--- src/rtl/crt_mem_arbiter_pkg.sv ---
// Shared state encoding, return-tag values and a saturating counter helper
// for the CRT/CPU frame-buffer memory arbiter.
package crt_mem_arbiter_pkg;

    typedef enum logic [1:0] {
        ST_IDLE = 2'd0,
        ST_VID  = 2'd1,
        ST_CPU  = 2'd2
    } state_t;

    localparam logic TAG_VID = 1'b0;
    localparam logic TAG_CPU = 1'b1;

    function automatic logic [15:0] sat_inc16(input logic [15:0] value);
        return (value == 16'hFFFF) ? value : value + 16'd1;
    endfunction

endpackage

--- src/rtl/crt_tag_fifo.sv ---
// One-bit tag FIFO that remembers which port issued each outstanding read.
// The head is readable combinationally so the return path adds no latency.
module crt_tag_fifo #(
    parameter int DEPTH = 16
) (
    input  logic clk,
    input  logic reset,
    input  logic push,
    input  logic din,
    input  logic pop,
    output logic dout,
    output logic full,
    output logic empty
);

    localparam int PTR_W = (DEPTH > 1) ? $clog2(DEPTH) : 1;
    localparam int CNT_W = $clog2(DEPTH + 1);

    logic [PTR_W-1:0] wr_ptr_reg;
    logic [PTR_W-1:0] rd_ptr_reg;
    logic [CNT_W-1:0] count_reg;
    logic [DEPTH-1:0] store_reg;
    logic [DEPTH-1:0] wr_en;
    logic             do_push;
    logic             do_pop;

    function automatic logic [PTR_W-1:0] ptr_inc(input logic [PTR_W-1:0] ptr);
        return (ptr == PTR_W'(DEPTH - 1)) ? '0 : ptr + PTR_W'(1);
    endfunction

    assign full    = (count_reg == CNT_W'(DEPTH));
    assign empty   = (count_reg == '0);
    assign do_pop  = pop & ~empty;
    // A pop in the same cycle frees the slot, so a push into a full FIFO is still taken.
    assign do_push = push & (~full | do_pop);
    assign dout    = store_reg[rd_ptr_reg];

    genvar gi;
    generate
        for (gi = 0; gi < DEPTH; gi++) begin : g_slot
            assign wr_en[gi] = do_push & (wr_ptr_reg == PTR_W'(gi));
        end
    endgenerate

    always_ff @(posedge clk) begin
        for (int i = 0; i < DEPTH; i++) begin
            if (wr_en[i]) begin
                store_reg[i] <= din;
            end
        end
    end

    always_ff @(posedge clk) begin
        if (!reset) begin
            wr_ptr_reg <= '0;
            rd_ptr_reg <= '0;
            count_reg  <= '0;
        end else begin
            if (do_push) begin
                wr_ptr_reg <= ptr_inc(wr_ptr_reg);
            end
            if (do_pop) begin
                rd_ptr_reg <= ptr_inc(rd_ptr_reg);
            end
            case ({do_push, do_pop})
                2'b10:   count_reg <= count_reg + CNT_W'(1);
                2'b01:   count_reg <= count_reg - CNT_W'(1);
                default: ;
            endcase
        end
    end

endmodule

--- src/rtl/crt_mem_arbiter.sv ---
// Shares one in-order memory port between CRT burst reads and CPU single accesses.
// Define CRT_ARB_STATS_EN to build the urgent-grant and CPU-wait statistics counters.
module crt_mem_arbiter
    import crt_mem_arbiter_pkg::*;
#(
    parameter int ADDR_W    = 32,
    parameter int DATA_W    = 16,
    parameter int BURST_LEN = 8,
    parameter int MAX_OUT   = 16,
    parameter int LEVEL_W   = 8,
    parameter int LOW_WATER = 16
) (
    input  logic              clk,
    input  logic              reset,
    input  logic              vid_req,
    input  logic [ADDR_W-1:0] vid_addr,
    input  logic [LEVEL_W-1:0] vid_level,
    output logic              vid_ack,
    output logic              vid_rvalid,
    input  logic              cpu_req,
    input  logic              cpu_we,
    input  logic [ADDR_W-1:0] cpu_addr,
    input  logic [DATA_W-1:0] cpu_wdata,
    output logic              cpu_ack,
    output logic              cpu_rvalid,
    output logic [DATA_W-1:0] rdata,
    output logic              mem_req,
    output logic              mem_we,
    output logic [ADDR_W-1:0] mem_addr,
    output logic [DATA_W-1:0] mem_wdata,
    input  logic              mem_ready,
    input  logic              mem_rvalid,
    input  logic [DATA_W-1:0] mem_rdata,
    output logic              err,
    output logic [15:0]       stat_urgent,
    output logic [15:0]       stat_cpu_wait
);

    localparam int BEAT_W = (BURST_LEN > 1) ? $clog2(BURST_LEN) : 1;

    state_t            state_reg;
    state_t            state_next;
    logic [BEAT_W-1:0] beat_reg;
    logic              rr_last_reg;
    logic              err_reg;

    logic              urgent;
    logic              grant_vid;
    logic              grant_cpu;
    logic              last_beat;
    logic              read_ok;
    logic              accept;
    logic              fifo_push;
    logic              fifo_pop;
    logic              fifo_full;
    logic              fifo_empty;
    logic              fifo_head;
    logic              push_tag;

    assign urgent    = vid_req & (32'(vid_level) < LOW_WATER);
    assign last_beat = (beat_reg == BEAT_W'(BURST_LEN - 1));
    assign read_ok   = ~fifo_full;

    // Arbitration is only meaningful in IDLE; an open burst is never preempted.
    always_comb begin
        grant_vid = 1'b0;
        grant_cpu = 1'b0;
        if (state_reg == ST_IDLE) begin
            if (urgent) begin
                grant_vid = 1'b1;
            end else if (vid_req && cpu_req) begin
                if (rr_last_reg == TAG_CPU) begin
                    grant_vid = 1'b1;
                end else begin
                    grant_cpu = 1'b1;
                end
            end else if (vid_req) begin
                grant_vid = 1'b1;
            end else if (cpu_req) begin
                grant_cpu = 1'b1;
            end
        end
    end

    always_ff @(posedge clk) begin
        if (!reset) begin
            state_reg <= ST_IDLE;
        end else begin
            state_reg <= state_next;
        end
    end

    always_comb begin
        state_next = state_reg;
        case (state_reg)
            ST_IDLE: begin
                if (grant_vid) begin
                    state_next = ST_VID;
                end else if (grant_cpu) begin
                    state_next = ST_CPU;
                end
            end
            ST_VID: begin
                if (accept && last_beat) begin
                    state_next = ST_IDLE;
                end
            end
            ST_CPU: begin
                if (accept) begin
                    state_next = ST_IDLE;
                end
            end
            default: state_next = ST_IDLE;
        endcase
    end

    // Command outputs depend only on state and held request inputs, so they
    // cannot change while the memory is stalling an offered command.
    always_comb begin
        mem_req   = 1'b0;
        mem_we    = 1'b0;
        mem_addr  = '0;
        mem_wdata = '0;
        case (state_reg)
            ST_VID: begin
                mem_req  = read_ok;
                mem_addr = vid_addr + ADDR_W'(beat_reg);
            end
            ST_CPU: begin
                mem_req   = cpu_we | read_ok;
                mem_we    = cpu_we;
                mem_addr  = cpu_addr;
                mem_wdata = cpu_wdata;
            end
            default: ;
        endcase
    end

    assign accept    = mem_req & mem_ready;
    assign vid_ack   = (state_reg == ST_VID) & accept & last_beat;
    assign cpu_ack   = (state_reg == ST_CPU) & accept;
    assign fifo_push = accept & ~mem_we;
    assign push_tag  = (state_reg == ST_CPU) ? TAG_CPU : TAG_VID;
    assign fifo_pop  = mem_rvalid & ~fifo_empty;

    always_ff @(posedge clk) begin
        if (!reset) begin
            beat_reg    <= '0;
            rr_last_reg <= TAG_CPU;
            err_reg     <= 1'b0;
        end else begin
            if (state_reg == ST_VID && accept) begin
                beat_reg <= last_beat ? '0 : beat_reg + BEAT_W'(1);
            end
            if (grant_vid) begin
                rr_last_reg <= TAG_VID;
            end else if (grant_cpu) begin
                rr_last_reg <= TAG_CPU;
            end
            if (mem_rvalid && fifo_empty) begin
                err_reg <= 1'b1;
            end
        end
    end

    crt_tag_fifo #(
        .DEPTH (MAX_OUT)
    ) u_tag_fifo (
        .clk   (clk),
        .reset (reset),
        .push  (fifo_push),
        .din   (push_tag),
        .pop   (fifo_pop),
        .dout  (fifo_head),
        .full  (fifo_full),
        .empty (fifo_empty)
    );

    assign rdata      = mem_rdata;
    assign vid_rvalid = fifo_pop & (fifo_head == TAG_VID);
    assign cpu_rvalid = fifo_pop & (fifo_head == TAG_CPU);
    assign err        = err_reg;

`ifdef CRT_ARB_STATS_EN
    logic [15:0] stat_urgent_reg;
    logic [15:0] stat_cpu_wait_reg;

    always_ff @(posedge clk) begin
        if (!reset) begin
            stat_urgent_reg   <= '0;
            stat_cpu_wait_reg <= '0;
        end else begin
            if (state_reg == ST_IDLE && urgent) begin
                stat_urgent_reg <= sat_inc16(stat_urgent_reg);
            end
            if (cpu_req && !cpu_ack) begin
                stat_cpu_wait_reg <= sat_inc16(stat_cpu_wait_reg);
            end
        end
    end

    assign stat_urgent   = stat_urgent_reg;
    assign stat_cpu_wait = stat_cpu_wait_reg;
`else
    assign stat_urgent   = '0;
    assign stat_cpu_wait = '0;
`endif

endmodule

--- config.mk ---
export PLATFORM = sky130hd
export DESIGN_NAME = crt_mem_arbiter
export DESIGN_NICKNAME = d
export VERILOG_FILES = /design/src/rtl/crt_mem_arbiter_pkg.sv /design/src/rtl/crt_tag_fifo.sv /design/src/rtl/crt_mem_arbiter.sv
export SDC_FILE = /design/constraint.sdc
export NUM_CORES = 1
export LEC_CHECK = 0
export CAP_MARGIN = 20
export CORE_UTILIZATION = 39
export CTS_CLUSTER_SIZE = 10
export DETAILED_ROUTE_END_ITERATION = 10
export GPL_TIMING_DRIVEN = 1
export PLACE_DENSITY = 0.89
export SLEW_MARGIN = 15
export SYNTH_ARGS = -nofsm -noshare
export SYNTH_HDL_FRONTEND = slang
export SYNTH_HIERARCHICAL = 1
export SYNTH_SLANG_ARGS = --single-unit
--- constraint.sdc ---
create_clock -name clk -period 4.8 [get_ports clk]
set_input_delay 0.48 -clock clk [delete_from_list [all_inputs] [get_ports clk]]
set_output_delay 0.48 -clock clk [all_outputs]
set_load 0.005 [all_outputs]
Word-level counts from Yosys, hierarchy flattened
Cells that the tools add are included.
{ "totals": {"register_bits": 36, "inputBits": 111, "output_inout_bits": 103, "wordCells": 128} }
{ "op_classes": {"add_sub_neg": 6, "magnitude_cmp": 2, "eq_ne": 25, "n_mux": 29, "bitwise_logic": 33, "reduce_logical": 10} }
{ "ops": {"columns": ["cell", "count"], "rows": [
  ["32-bit case mux with 2 select lines", 1],
  ["4-bit == test (second input constant)", 9],
  ["32-bit by 3-bit adder with 32-bit output", 1],
  ["1-bit bitwise AND", 27],
  ["4-bit by 3-bit == test with 1-bit output (second input constant)", 4],
  ["1-bit two-way mux", 16],
  ["16-bit two-way mux", 1],
  ["5-bit case mux with 2 select lines", 1],
  ["4-bit by 1-bit adder with 4-bit output (second input constant)", 2],
  ["4-bit by 2-bit == test with 1-bit output (second input constant)", 2],
  ["8-bit by 5-bit less-than comparator with 1-bit output (second input constant)", 1],
  ["2-bit two-way mux", 4],
  ["4-bit two-way mux", 2],
  ["2-bit case mux with 3 select lines", 1],
  ["5-bit by 1-bit adder with 5-bit output (second input constant)", 1],
  ["5-bit == test (second input constant)", 1],
  ["5-bit logical NOT", 1],
  ["4-bit by 5-bit less-than comparator with 1-bit output (second input constant)", 1],
  ["5-bit by 1-bit subtractor with 5-bit output (second input constant)", 1],
  ["1-bit binary-select mux with 4-bit select", 1],
  ["2-bit by 1-bit == test with 1-bit output (second input constant)", 2],
  ["2-bit == test (second input constant)", 2],
  ["4-bit by 1-bit == test with 1-bit output (second input constant)", 1],
  ["1-bit logical AND", 4],
  ["12 further kinds", 18]
]} }

Depth between registers and ports, before layout
Gate-level depths: netlist of the first run.
{ "depth": {"word_depth": 9, "depth_mapped": 14, "mapped_depth_nobuf": 12} }

Modules after synthesis
The synthesis of the first run kept the hierarchy.
{ "modules_own_cells": {"columns": ["mod", "n_inst", "cells_per_inst", "area_per_inst_um2", "seq_area_each_um2"], "rows": [
  ["crt_mem_arbiter", 1, 306, 2088.3, 140.1],
  ["crt_tag_fifo", 1, 155, 1671.6, 740.7]
]} }

Least setup slack after synthesis of the first run
Ideal clock, no wire load.
{ "synth_path": {"kind": "register to register", "start": "reg state_reg[0]", "end": "reg u_tag_fifo.count_reg[4]", "setup_ns": 0.066, "t_arrival_ns": 3.601, "t_required_ns": 4.734, "setup_slack_ns": 1.133, "stages_incl_launch_ff": 15, "n_path_buf": 2, "synth_period_minus_slack_ns": 3.667, "cell_sequence": "dfxtp_1 inv_1 ha_1 buf_2 clkbuf_1 nor2_1 nor4_1 nor2b_1 o21ai_4 inv_2 ha_1 nand2b_1 a21oi_1 or4_1 nand4bb_1"} }
{ "synth_via": {"elab_chain_cells": 7, "word_cells_on_any_way": 12, "cone_classes": "eq/ne: 4; mux: 3; bitwise: 4; reduce/logical: 1"} }
{ "synth_lines": {"columns": ["item", "line_no", "source"], "rows": [
  ["from (decl)", "crt_mem_arbiter.sv:41", "state_t state_reg;"],
  ["from (signal assigned)", "crt_mem_arbiter.sv:89", "state_reg <= state_next;"],
  ["2-bit == test / 2-bit by 1-bit == test with 1-bit output (equally long branches)", "crt_mem_arbiter.sv:124", "case (state_reg)"],
  ["1-bit case mux with 2 select lines / 1-bit two-way mux (equally long branches)", "crt_mem_arbiter.sv:124", null],
  ["1-bit bitwise AND / 1-bit inverter (equally long branches)", "crt_mem_arbiter.sv:139, crt_mem_arbiter.sv:142", null],
  ["1-bit bitwise AND *", "crt_mem_arbiter.sv:142", "assign fifo_push = accept & ~mem_we;"],
  ["named net fifo_push", "crt_mem_arbiter.sv:53", "logic fifo_push;"],
  ["1-bit bitwise AND *", "crt_tag_fifo.sv:35", "assign do_push = push & (~full | do_pop);"],
  ["2-bit by 1-bit == test with 1-bit output / 2-bit == test (equally long branches)", "crt_tag_fifo.sv:65", "case ({do_push, do_pop})"],
  ["5-bit case mux with 2 select lines / 2-bit nonzero test (equally long branches)", null, null],
  ["to (signal assigned)", "crt_tag_fifo.sv:66", "2'b10: count_reg <= count_reg + CNT_W'(1);"],
  ["to (signal assigned)", "crt_tag_fifo.sv:67", "2'b01: count_reg <= count_reg - CNT_W'(1);"],
  ["to (decl)", "crt_tag_fifo.sv:21", "logic [CNT_W-1:0] count_reg;"]
]} }
The timed path passes the listed nets; every way through them passes the cells marked *.
A chain may end at the register's enable or synchronous reset.

Worst setup path after layout of the first run
{ "layout_path": {"start": "in vid_addr[0]", "end": "out mem_addr[28]"} }
{ "layout_via": {"elab_chain_cells": 2} }
{ "layout_lines": {"columns": ["item", "line_no", "source"], "rows": [
  ["from (decl)", "crt_mem_arbiter.sv:16", "input logic [ADDR_W-1:0] vid_addr,"],
  ["32-bit by 3-bit adder with 32-bit output", "crt_mem_arbiter.sv:127", "mem_addr = vid_addr + ADDR_W'(beat_reg);"],
  ["32-bit case mux with 2 select lines", "crt_mem_arbiter.sv:124", null],
  ["to (decl)", "crt_mem_arbiter.sv:29", "output logic [ADDR_W-1:0] mem_addr,"]
]} }
No other way between the ends.

==> results.yml, run 1 <==
floorplanning:
  initial_core_util_pct: 40.50
  die_area_mm2: 0.01004
  die_x_um: 100.2
  die_y_um: 100.2
  pin_count: 214
  coreArea_mm2: 0.009284
  rows: 35
route:
  m1WireLength_um: 3920
  first_iter_violations: 122
  top_layer: "met4"
  wl_per_cell_um: 14.47
  drt-vias-per-instance: 5.068
  drc_errors: 0
  vias: 3573
  wl_um: 10200
  routed-wl-met2_um: 5543
  first_pass_iters: 4
  ant_nets: 0
  met3_wirelength_um: 640
yosys:
  synth_compound_gate_area_share_pct: 14.78
  synthesis.yosys.warnings: 6
  synth_edf_count: 16
  synth_xor_area_share_pct: 7.454
  synth_top_family_by_area: "simple AND/OR/NAND/NOR gates"
  netlist_area_mm2: 0.003760
  synth-seq-area-share_pct: 23.43
  syn_inst: 461
  yosys.area.top_type_share_pct: 12.78
  synth_fa_ha_area_share_pct: 6.389
  yosysMostFrequentCell: "nand2_1"
  synth_ff_type: "dfxtp_1"
  synth-seq-cells: 36
  synth_commonest_cells: "nand2_1 (59), buf_4 (50), nor2_1 (26)"
  yosys.area_share.simple_pct: 28.42
  async_reset_ff_share_pct: 0
  yosysUniqueCellTypes: 62
  synthMuxAreaShare_pct: 5.391
  synth_area_leaders: "edfxtp_1 (13%), dfxtp_1 (11%), buf_4 (10%)"
  synth_top_cell_by_area: "edfxtp_1"
  syn_area_per_cell_um2: 8.156
power_and_ir_drop:
  p_sw_share_pct: 31.42
  peakVddDrop_v: 0.0001102
  p_leak_uw: 0.001788
  power.share.clock_pct: 22.2
  fin_total_pwr_uw: 1005
  internal_power_uw: 689.4
  seqPwrFrac_pct: 34.6
  power.density_mw_per_mm2: 195.9
  combPwrFrac_pct: 43.2
  p_switching_uw: 315.8
layout:
  largest_reg_flops: 16
  syn2layout_area_growth_pct: 36.44
  n_antenna_cell: 0
  nets: 704
  layout-drive-gt1-share_pct: 5.208
sta:
  post-route-period-util_pct: 76.54
  final_hold_viol_count: 0
  fin_crit_ns: 3.674
  worst_pin_slew_ns: 1.038
  tns_ns: 0
  rsz0062_at_grt: "no"
  slew_viol_final: 0
  relSlewSlack_pct: 30.60
  fin_skew_ns: 0.005581
  setup_ws_ns: 1.126
  max_freq_mhz: 272.2
  setup_violations: 0
worst_setup_path:
  crit_required_ns: 4.32
  r2r-start: "state_reg[0]$_SDFFE_PN0P_"
  critPathLaunch: "vid_addr[0]"
  cp_data_arrival_time_ns: 3.19
  ff2ff_path_depth: 13
  cp_max_fo: 9
  critical_path.endpoint: "mem_addr[28]"
  crit_type: "in2out"
  r2r_end: "u_tag_fifo/count_reg[4]$_SDFFE_PN0P_"
  endpoint_kind: "output pin"
  rrSetupSlack_ns: 1.51
  cp-start-kind: "input port"
clock_tree:
  postCtsSetupBuffers: 0
  cts_resized: 0
  tritoncts: "done"
  cts_max_level: 2
  cts_sinks: 36
  numCtsBuffers: 5
  insertion_delay_ns: 0.29
  hold_buffers: 0
  clock-root-buffer: "clkbuf_8"
  cts_buffer_depth: 2
  cts.clk_slew.worst_paths_ns: 0.07
placed_design:
  place_ws_ns: 1.138
  place_congestion: 0.9286
  dp_hpwl_um: 8071
  placement.io_buffers: 145
global_routing:
  grt_max_degree: 33
  grt_pass1_vias: 3512
  antenna_found_initial: 0
  grt_use_total_pct: 19.98
  grt_overflow: 0
  grt_pass1_wl_um: 16230
run:
  maxCapViolations: 0
outcome:
  outcome: "completed"
worst_hold_path:
  hold_path.class: "reg2reg"
per-layer routing:
metal | up-vias | track usage, %
met5 | - | 0
li1 | 1753 | -
met3 | 9 | 4.805
met2 | 138 | 38.57
met4 | 0 | 5.017
met1 | 1673 | 21.64
power by group through the flow:
| stage | Clock [uW] | Sequential (uW) | Combinational (uW) |
|---|---|---|---|
| floorplan | 0 | 350 | 234 |
| global placement | 0 | 353 | 420 |
| detailed placement | 0 | 355 | 430 |
| CTS | 230 | 348 | 434 |
| global route | 239 | 349 | 473 |
| finish | 223 | 348 | 434 |
how the worst min path moves through the flow:
stage                                            to  slack [ns]  cells past startpoint                 startpoint
after detailed placement   rr_last_reg$_SDFFE_PN1P_        0.49                      2   rr_last_reg$_SDFFE_PN1P_
final                     state_reg[0]$_SDFFE_PN0P_        0.50                      2  state_reg[0]$_SDFFE_PN0P_
after CTS                 state_reg[0]$_SDFFE_PN0P_        0.50                      2  state_reg[0]$_SDFFE_PN0P_
after global placement     rr_last_reg$_SDFFE_PN1P_        0.47                      2   rr_last_reg$_SDFFE_PN1P_
after floorplan            rr_last_reg$_SDFFE_PN1P_        0.45                      2   rr_last_reg$_SDFFE_PN1P_
after global routing       rr_last_reg$_SDFFE_PN1P_        0.54                      2   rr_last_reg$_SDFFE_PN1P_
per-stage QoR:
step	hold WS [ns]	utilization (%)	std cells	area, um^2
2_1_floorplan	0.4486	-	492	3876
4_1_cts	0.5012	55.26	705	5130
6_report	0.4958	55.26	705	5130
5_1_grt	0.5357	55.26	705	5130
3_5_place_dp	0.4886	54.25	697	5036
3_3_place_gp	0.4654	54.25	697	5036
logic make-up after synthesis:
| kind of cell | count (synthesis) |
|---|---|
| flip-flops | 36 |
| other | 1 |
| XOR/XNOR | 32 |
| AND/OR/NAND/NOR | 198 |
| AO/OA/AOI/OAI | 76 |
| buffers and inverters | 86 |
| adder cells (fa/ha/maj) | 18 |
| multiplexers | 14 |
critical path, cell delays in order:
cell and delay (ns):
clkdlybuf4s50_1 0.46, ha_1 0.20, inv_1 0.08, fa_1 0.40
and2b_1 0.30, o211ai_4 0.17, nor4_2 0.31, xnor2_1 0.12
o21ai_1 0.13, clkdlybuf4s50_1 0.54
layout make-up:
class | count | area, um^2
well taps | 129 | 161.4
clock buffers | 7 | 86.33
multi-input cells | 370 | 2467
inverters | 14 | 52.55
fillers | 820 | 4154
repair buffers | 148 | 1474
clock inverters | 1 | 7.507
flip-flops and latches | 36 | 880.8
cell usage in the layout (no fill, tap or decap), types with 11 or more instances in the layout:
cell type,Yosys,final
xor2_1,12,12
edfxtp_1,16,16
and2_1,22,22
xnor2_1,20,20
dfxtp_1,20,20
nor2b_1,15,15
conb_1,1,32
o21ai_1,11,11
nand2_1,59,59
inv_1,13,13
nor3_1,11,11
o21ai_0,21,21
nand3_1,15,15
ha_1,16,16
clkdlybuf4s50_1,0,145
nor2_1,26,26
nand2b_1,11,11
No activity file was read; power rests on OpenSTA's default activity.
==> run 2, diff against run 1 <==
--- a/config.mk
+++ b/config.mk
@@ -6,11 +6,11 @@
 export NUM_CORES = 1
 export LEC_CHECK = 0
 export CAP_MARGIN = 20
-export CORE_UTILIZATION = 39
+export CORE_UTILIZATION = 36
 export CTS_CLUSTER_SIZE = 10
 export DETAILED_ROUTE_END_ITERATION = 10
 export GPL_TIMING_DRIVEN = 1
-export PLACE_DENSITY = 0.89
+export PLACE_DENSITY = 0.86
 export SLEW_MARGIN = 15
 export SYNTH_ARGS = -nofsm -noshare
 export SYNTH_HDL_FRONTEND = slang
==> constraint.sdc (replaced) <==
create_clock -name clk -period 3.1 [get_ports clk]
set_input_delay 0.31 -clock clk [delete_from_list [all_inputs] [get_ports clk]]
set_output_delay 0.31 -clock clk [all_outputs]
set_load 0.005 [all_outputs]
==> results.yml, run 2 (synthesis gave the netlist of run 1 again) <==
route:
  ant_nets: 0
  drc_errors: 0
  drt-vias-per-instance: 5.068
  wl_per_cell_um: 14.36
  wl_um: 10330
  vias: 3644
  first_iter_violations: 121
  first_pass_iters: 4
worst_setup_path:
  critPathMaxStageDelay_ns: 0.53
  cp_data_arrival_time_ns: 2.77
  cpMaxStageDelayCell: "clkdlybuf4s50_1"
  cp_max_fo: 5
  path_common_cell: "clkdlybuf4s50_1"
  cp_cell_sequence: "clkdlybuf4s50_1 -> ha_1 -> inv_1 -> fa_2 -> and2b_4 -> o211ai_4 -> nor3_2 -> xnor2_1 -> o21ai_0 -> clkdlybuf4s50_1"
  r2r-start: "u_tag_fifo/count_reg[2]$_SDFFE_PN0P_"
  critPathLaunch: "vid_addr[0]"
  rrSetupSlack_ns: 0.19
  crit_type: "in2out"
  crit_required_ns: 2.79
  r2r_end: "u_tag_fifo/count_reg[4]$_SDFFE_PN0P_"
  endpoint_kind: "output pin"
  ff2ff_path_depth: 12
  cp-start-kind: "input port"
global_routing:
  grt_max_degree: 27
  grt_pass1_vias: 3628
  grt_use_total_pct: 18.31
  grt_overflow: 0
  grt_pass1_wl_um: 16440
  antenna_found_initial: 0
sta:
  setup_ws_ns: 0.01819
  final_hold_viol_count: 0
  rsz0062_at_grt: "yes"
  relSlewSlack_pct: 60.48
  fin_crit_ns: 3.082
  setup_violations: 0
  slew_viol_final: 0
  max_freq_mhz: 324.5
  fin_skew_ns: 0.006890
  post-route-period-util_pct: 99.41
  worst_pin_slew_ns: 0.5909
  holdWs_ns: 0.4960
layout:
  final_common_cell: "clkdlybuf4s50_1"
  fill_cells: 888
  layout-drive-gt1-share_pct: 8.703
  n_antenna_cell: 0
  nets: 714
  largest_reg_flops: 16
  final_cell_mix: "clkdlybuf4s50_1 (136), nand2_1 (58), conb_1 (32)"
  syn2layout_area_growth_pct: 40.13
placed_design:
  place_congestion: 0.8721
  placement.io_buffers: 145
  dp_hpwl_um: 8134
  place_ws_ns: -0.1735
floorplanning:
  die_x_um: 104.2
  initial_core_util_pct: 37.77
  die_area_mm2: 0.01086
  rows: 36
  coreArea_mm2: 0.009955
  die_y_um: 104.2
  pin_count: 214
power_and_ir_drop:
  power.density_mw_per_mm2: 296.6
  combPwrFrac_pct: 44.6
  seqPwrFrac_pct: 34.2
  internal_power_uw: 1055
  p_sw_share_pct: 32.49
  power.share.clock_pct: 21.2
  peakVddDrop_v: 0.0001403
  p_leak_uw: 0.001970
  p_switching_uw: 507.8
worst_hold_path:
  hold_path.class: "reg2reg"
  hold_end: "state_reg[0]$_SDFFE_PN0P_"
  hold_depth: 2
  hold_start: "state_reg[0]$_SDFFE_PN0P_"
clock_tree:
  cts.clk_slew.worst_paths_ns: 0.07
  clock-root-buffer: "clkbuf_8"
  insertion_delay_ns: 0.29
  cts_sinks: 36
  postCtsSetupBuffers: 0
  tritoncts: "done"
  cts_max_level: 2
  cts_buffer_depth: 2
  hold_buffers: 0
  numCtsBuffers: 5
run:
  maxCapViolations: 0
outcome:
  outcome: "completed"
==> run 2: area by class of cell <==
cell class | instances | area (um^2) | area share (%)
Tap cell | 133 | 166.4 | 3.158
Clock buffer | 5 | 68.82 | 1.306
Multi-Input combinational cell | 371 | 2529 | 47.99
Sequential cell | 36 | 880.8 | 16.72
Inverter | 14 | 52.55 | 0.9974
Clock inverter | 3 | 18.77 | 0.3562
Timing Repair Buffer | 157 | 1553 | 29.47
==> run 2: power groups by stage <==
stage	sequential (uW)	combinational, uW	clock, uW
global placement	544	677	0
global route	537	759	365
finish	535	697	331
detailed placement	545	691	0
floorplan	542	370	0
CTS	535	696	341
==> run 2: stage by stage <==
stage	total power [uW]	TNS (ns)	instances	cell area, um^2	util (%)
detailed placement	1237	-1.070	710	5124	51.47
global placement	1221	-0.6274	710	5124	51.47
floorplan	912.1	0	492	3891	-
global route	1661	-0.5250	719	5269	52.93
CTS	1571	0	719	5239	52.63
finish	1563	0	719	5269	52.93
==> run 2: worst max path at each step <==
stage / depth (start not counted) / to / slack (ns)
floorplan: 14 / u_tag_fifo/count_reg[4]$_SDFFE_PN0P_ / 0.002
global placement: 10 / mem_addr[30] / -0.12
detailed placement: 10 / mem_addr[24] / -0.17
CTS: 10 / mem_addr[16] / 0.0005
global route: 10 / mem_addr[26] / -0.12
finish: 10 / mem_addr[16] / 0.02
==> run 2: per-layer routing <==
metal / up-vias / global-route usage, % / share of wire (%)
li1: 1768 / - / -
met1: 1704 / 18.68 / 37
met2: 145 / 36.00 / 55
met3: 27 / 4.073 / 5.7
met4: 0 / 6.531 / 2.1
met5: - / 0 / 0
==> run 2: critical path: cells and delay by family <==
family | cells | cell delay (ns)
and+or+nand+nor | 2 | 0.48
AOI/OAI and AO/OA | 2 | 0.31
xor gates and xnor gates | 1 | 0.08
adders and majority gates | 2 | 0.51
buffers and inverters | 3 | 1.06
==> run 2: what timing repair did <==
| item | CTS | global route |
|---|---|---|
| resized for setup | 8 | 12 |
| endpoints found under the hold margin | 0 | 0 |
| pin swaps | 7 | 3 |
| endpoints found under the setup margin | 12 | 16 |
| cloned | 1 | 0 |
